<file path="config.mk">
export PLATFORM = sky130hd
export DESIGN_NAME = key_encoder
export DESIGN_NICKNAME = d
export VERILOG_FILES = /design/src/rtl/key_encoder_pkg.sv /design/src/rtl/key_sync.sv /design/src/rtl/key_encoder.sv
export SDC_FILE = /design/constraint.sdc
export NUM_CORES = 1
export LEC_CHECK = 0
export ABC_AREA = 0
export CAP_MARGIN = 20
export CORE_AREA = 4 4 74 83
export DETAILED_ROUTE_END_ITERATION = 8
export DIE_AREA = 0 0 78 87
export GPL_TIMING_DRIVEN = 0
export PLACE_DENSITY = 0.53
export SYNTH_ARGS = -nofsm -noshare
export SYNTH_HDL_FRONTEND = slang
export SYNTH_SLANG_ARGS = --single-unit
</file>
<file path="constraint.sdc">
create_clock -name clk -period 1.97 [get_ports clk]
set_input_delay 0.197 -clock clk [delete_from_list [all_inputs] [get_ports clk]]
set_output_delay 0.197 -clock clk [all_outputs]
set_load 0.05 [all_outputs]
</file>
<file path="src/rtl/key_encoder_pkg.sv">
// key_encoder_pkg: shared FSM states, default debounce length and the 8-to-3 priority encoder.
package key_encoder_pkg;

    typedef enum logic [1:0] {IDLE, DEBOUNCE, PRESSED, RELEASE} state_e;

    localparam int DEBOUNCE_CYCLES_DEF = 16;

    // Highest set bit wins; an all-zero input encodes as 0.
    function automatic logic [2:0] prio_enc(input logic [7:0] v);
        prio_enc = 3'd0;
        for (int i = 0; i < 8; i++)
            if (v[i]) prio_enc = 3'(i);
    endfunction

endpackage

</file>
<file path="src/rtl/key_sync.sv">
// key_sync: two-flop synchronizer for raw asynchronous key lines.
module key_sync #(
    parameter int W = 8
) (
    input  logic         clk,
    input  logic         rst_n,
    input  logic [W-1:0] async_i,
    output logic [W-1:0] sync_o
);

    logic [W-1:0] meta_q, sync_q;

    always_ff @(posedge clk) begin
        if (!rst_n) begin
            meta_q <= '0;
            sync_q <= '0;
        end else begin
            meta_q <= async_i;
            sync_q <= meta_q;
        end
    end

    assign sync_o = sync_q;

endmodule

</file>
<file path="src/rtl/key_encoder.sv">
// key_encoder: debounced 8-key priority encoder with press strobe and held-valid.
// Define KEY_ENCODER_MULTI_ERR_EN to flag accepted presses with more than one key down on err.
module key_encoder
    import key_encoder_pkg::*;
#(
    parameter int DEBOUNCE_CYCLES = DEBOUNCE_CYCLES_DEF
) (
    input  logic       clk,
    input  logic       rst_n,
    input  logic [7:0] key,
    output logic [2:0] code,
    output logic       valid,
    output logic       strobe,
    output logic       err
);

    localparam int CW = $clog2(DEBOUNCE_CYCLES);
    localparam logic [CW-1:0] LAST = CW'(DEBOUNCE_CYCLES - 1);

    state_e        state_q;
    logic [CW-1:0] cnt_q, cnt_d;
    logic [7:0]    snap_q, ks;
    logic [2:0]    code_q;
    logic          valid_q, strobe_q, accept;

    key_sync #(.W(8)) u_sync (
        .clk    (clk),
        .rst_n  (rst_n),
        .async_i(key),
        .sync_o (ks)
    );

    assign cnt_d  = cnt_q + CW'(1);
    // snap_q is never zero in DEBOUNCE, so a match implies a key is down.
    assign accept = (state_q == DEBOUNCE) && (ks == snap_q) && (cnt_q == LAST);

    always_ff @(posedge clk) begin
        if (!rst_n) begin
            state_q  <= IDLE;
            cnt_q    <= '0;
            snap_q   <= '0;
            code_q   <= 3'd0;
            valid_q  <= 1'b0;
            strobe_q <= 1'b0;
        end else begin
            strobe_q <= 1'b0;
            case (state_q)
                IDLE:
                    if (ks != 8'd0) begin
                        snap_q  <= ks;
                        cnt_q   <= '0;
                        state_q <= DEBOUNCE;
                    end
                DEBOUNCE:
                    if (ks == 8'd0) state_q <= IDLE;
                    else if (ks != snap_q) begin
                        snap_q <= ks;
                        cnt_q  <= '0;
                    end else if (accept) begin
                        state_q  <= PRESSED;
                        code_q   <= prio_enc(snap_q);
                        valid_q  <= 1'b1;
                        strobe_q <= 1'b1;
                    end else cnt_q <= cnt_d;
                PRESSED:
                    if (ks == 8'd0) begin
                        cnt_q   <= '0;
                        state_q <= RELEASE;
                    end
                RELEASE:
                    if (ks != 8'd0) state_q <= PRESSED;
                    else if (cnt_q == LAST) begin
                        state_q <= IDLE;
                        valid_q <= 1'b0;
                    end else cnt_q <= cnt_d;
                default: state_q <= IDLE;
            endcase
        end
    end

`ifdef KEY_ENCODER_MULTI_ERR_EN
    logic err_q;
    always_ff @(posedge clk) begin
        if (!rst_n) err_q <= 1'b0;
        else if (accept) err_q <= |(snap_q & (snap_q - 8'd1));
    end
    assign err = err_q;
`else
    assign err = 1'b0;
`endif

    assign code   = code_q;
    assign valid  = valid_q;
    assign strobe = strobe_q;

endmodule

</file>
==> flow_summary.json, run 1 <==
{
  "clock_sinks": 35,
  "worstHoldStart": "u_sync.meta_q[7]",
  "num_io_pins": 16,
  "die-area_um2": 6786,
  "status": "finished, final reports clean",
  "synthToLayoutAreaGrowth_pct": 22.18,
  "hpwlAfterDp_mm": 1.976,
  "nNetsFinal": 185,
  "syn_area_per_cell_um2": 9.511,
  "multi_input_area_um2": 699.4,
  "tns_ns": 0,
  "hp-class": "flip-flop to flip-flop",
  "core_area_um2": 5290,
  "fmax_ghz": 0.5700,
  "grt_pass1_wl_mm": 4.650,
  "drv_cap": 0,
  "relSlewSlack_pct": 66.18,
  "synth_ff_type": "dfxtp_1",
  "routedWlPerCell_um": 10.93,
  "reg2reg_depth": 5,
  "yosys_register_bits": 35,
  "worst_slew_pin_slew_ns": 0.5057,
  "grt_pass1_vias": 959,
  "worstPathArrival_ns": 1.92,
  "path_clk_slew_ns": 0.07,
  "std_cell_rows": 28,
  "start_util_pct": 27.51,
  "cp-start-kind": "flip-flop",
  "netlist.area_leader.share_pct": 48.15,
  "synthesis.nets": 164,
  "cts_tree": "built",
  "drtPass1Iterations": 4,
  "final_area_um2": 1778,
  "port_buffers": 14,
  "powerDensity_nw_per_um2": 813.2,
  "postCtsHoldBufs": 0,
  "numCtsBuffers": 5,
  "ys_seq_area_share_pct": 48.15,
  "yosys-top-cells-count": "dfxtp_1, and2_1, nor2_1, xnor2_1, nand2_1",
  "postSynthCellCount": 153,
  "worst-setup-path-type": "flip-flop to flip-flop",
  "antenna_found_initial": 0,
  "clk_latency_ns": 0.29,
  "ys_types": 39,
  "place_area_um2": 1689,
  "syn_area_um2": 1455,
  "worst-endpoint-required_ns": 2.14,
  "synth_most_common_cell": "dfxtp_1",
  "max-vdd-ir-drop_v": 0.0002916,
  "grt_start_max_net_pins": 13,
  "r2r_end": "cnt_q[3]",
  "num_vias": 1072,
  "h-tree-depth": 2,
  "drc": 0,
  "finalCritPeriodShare_pct": 89.06,
  "rsz0062_at_grt": "false",
  "synth_edf_count": 0,
  "hold_viol": 0,
  "leakage_uw": 0.0006668,
  "n_fill_cell": 569,
  "die_height_um": 87,
  "cts_buffer_depth": 2,
  "synth_area_leaders": "dfxtp_1, and2_1, xnor2_1",
  "drt_iter0_drc": 45,
  "hold_depth": 1,
  "finalSetupViolCount": 0,
  "regToRegStartpoint": "u_sync.sync_o[7]",
  "vias_per_cell": 4.288,
  "fin_crit_ns": 1.754,
  "holdPathEnd": "u_sync.sync_o[7]",
  "antenna_cells": 0,
  "postCtsSetupRepairBufs": 0,
  "wl_mm": 2.733,
  "yosysWarnings": 0,
  "crit_path_end_kind": "flip-flop",
  "yosys.area.top_type": "dfxtp_1",
  "maxSlewViolCount": 0,
  "ys_async_sr_fraction_pct": 0,
  "reg2reg_slack_ns": 0.22,
  "grt_overflow": 0,
  "ant_nets": 0,
  "skew_ns": 0.005489,
  "grt_util_all_layers_pct": 8.978,
  "final-seq-area_um2": 700.7,
  "gp_congestion": 0.7771,
  "die_width_um": 78,
  "root_buffer": "clkbuf_8",
  "cp_max_fo": 5,
  "drive_above_1_share_pct": 10.86,
  "cts_resized": 0
}
## state kept, by name, indices dropped and copies added (netlist names), named ones only
| name | cells |
|---|---|
| snap_q | 8 |
| code | 3 |
| state_q | 1 |
| u_sync.sync_o | 8 |
| u_sync.meta_q | 8 |
| valid | 1 |
| strobe | 1 |
| cnt_q | 4 |
## placed cells by master (no fill, tap or decap), drive strengths merged, types with 3 or more instances in the layout
cell type,n
clkdlybuf4s50,14
o22ai,3
inv,5
a21oi,4
dfxtp,35
nand4,4
clkbuf,10
nand3,4
nor3,3
mux2i,7
nor4,3
nor2,17
and2,17
buf,3
nand2,8
xnor2,9
o21ai,5
## final cells by class
cell class                 instances  area share [%]
clock buffer                       5           3.871
tap                               75           5.278
multi-input combinational        105           39.34
sequential                        35           39.41
buffer                             8           2.041
clock inverter                     3           1.126
inverter                           5           1.056
timing repair buffer              14           7.882
## through the flow
stage | setup slack [ns] | hold slack [ns] | power (µW) | util, % | std cells
after detailed placement | 0.1525 | 0.4169 | 949.7 | 31.93 | 242
after CTS | 0.1912 | 0.4373 | 1472 | 33.61 | 250
after global routing | 0.05815 | 0.4522 | 1526 | 33.61 | 250
after global placement | 0.1761 | 0.4144 | 948.8 | 31.93 | 242
final | 0.2156 | 0.4335 | 1446 | 33.61 | 250
after floorplan | 0.3633 | 0.3243 | 900.0 | - | 153
## routing by layer
metal | GRT usage, % | share of wire (%) | up-vias
li1 | - | - | 566
met4 | 5.246 | 2.6 | 0
met5 | 0 | 0 | -
met3 | 3.313 | 5.2 | 6
met2 | 13.63 | 43 | 21
met1 | 10.90 | 49 | 479
## kinds of logic after synthesis
group                      count (synthesis)  synth area share [%]
xor gates and xnor gates                   9                 5.417
AOI/OAI and AO/OA                         23                 12.73
adders and majority gates                  1                0.8597
muxes                                      7                 4.815
other                                      1                0.2577
and+or+nand+nor                           64                 23.99
DFF                                       35                 48.15
buffers and inverters                     13                 3.784
## worst max-delay path by stage
stage,slack [ns],start,endpoint,cells after the start
after floorplan,0.36,u_sync.sync_o[0],code[0],5
after global placement,0.18,rst_n,flip-flop,5
after detailed placement,0.15,rst_n,flip-flop,5
after CTS,0.19,u_sync.sync_o[7],cnt_q[3],5
after global routing,0.06,u_sync.sync_o[0],code[0],5
final,0.22,u_sync.sync_o[7],cnt_q[3],5
## critical path, cell delays in order, from the launching register on
cell and delay, ns:
dfxtp_1 0.35, nor4_1 0.41, nand2_1 0.20, o22ai_1 0.32, o21bai_4 0.23, o221ai_2 0.13
## power by group
group	internal (µW)	leakage [µW]	switching (µW)
sequential	732	0.000286	17.3
clock	246	0.0000402	269
combinational	83.1	0.000340	98.5
total	1060	0.000667	385
(Power assumes the default switching activity.)
==> run 2, diff against run 1 <==
Settings changed: CAP_MARGIN 20 to 5.
==> results of run 2 <==
The final DEF is identical to that of run 1; final timing and power are the same.
==> run 3, diff against run 2 <==
Settings changed: SLEW_MARGIN set to 20.
==> results of run 3 <==
The final DEF is identical to that of run 1; final timing and power are the same.
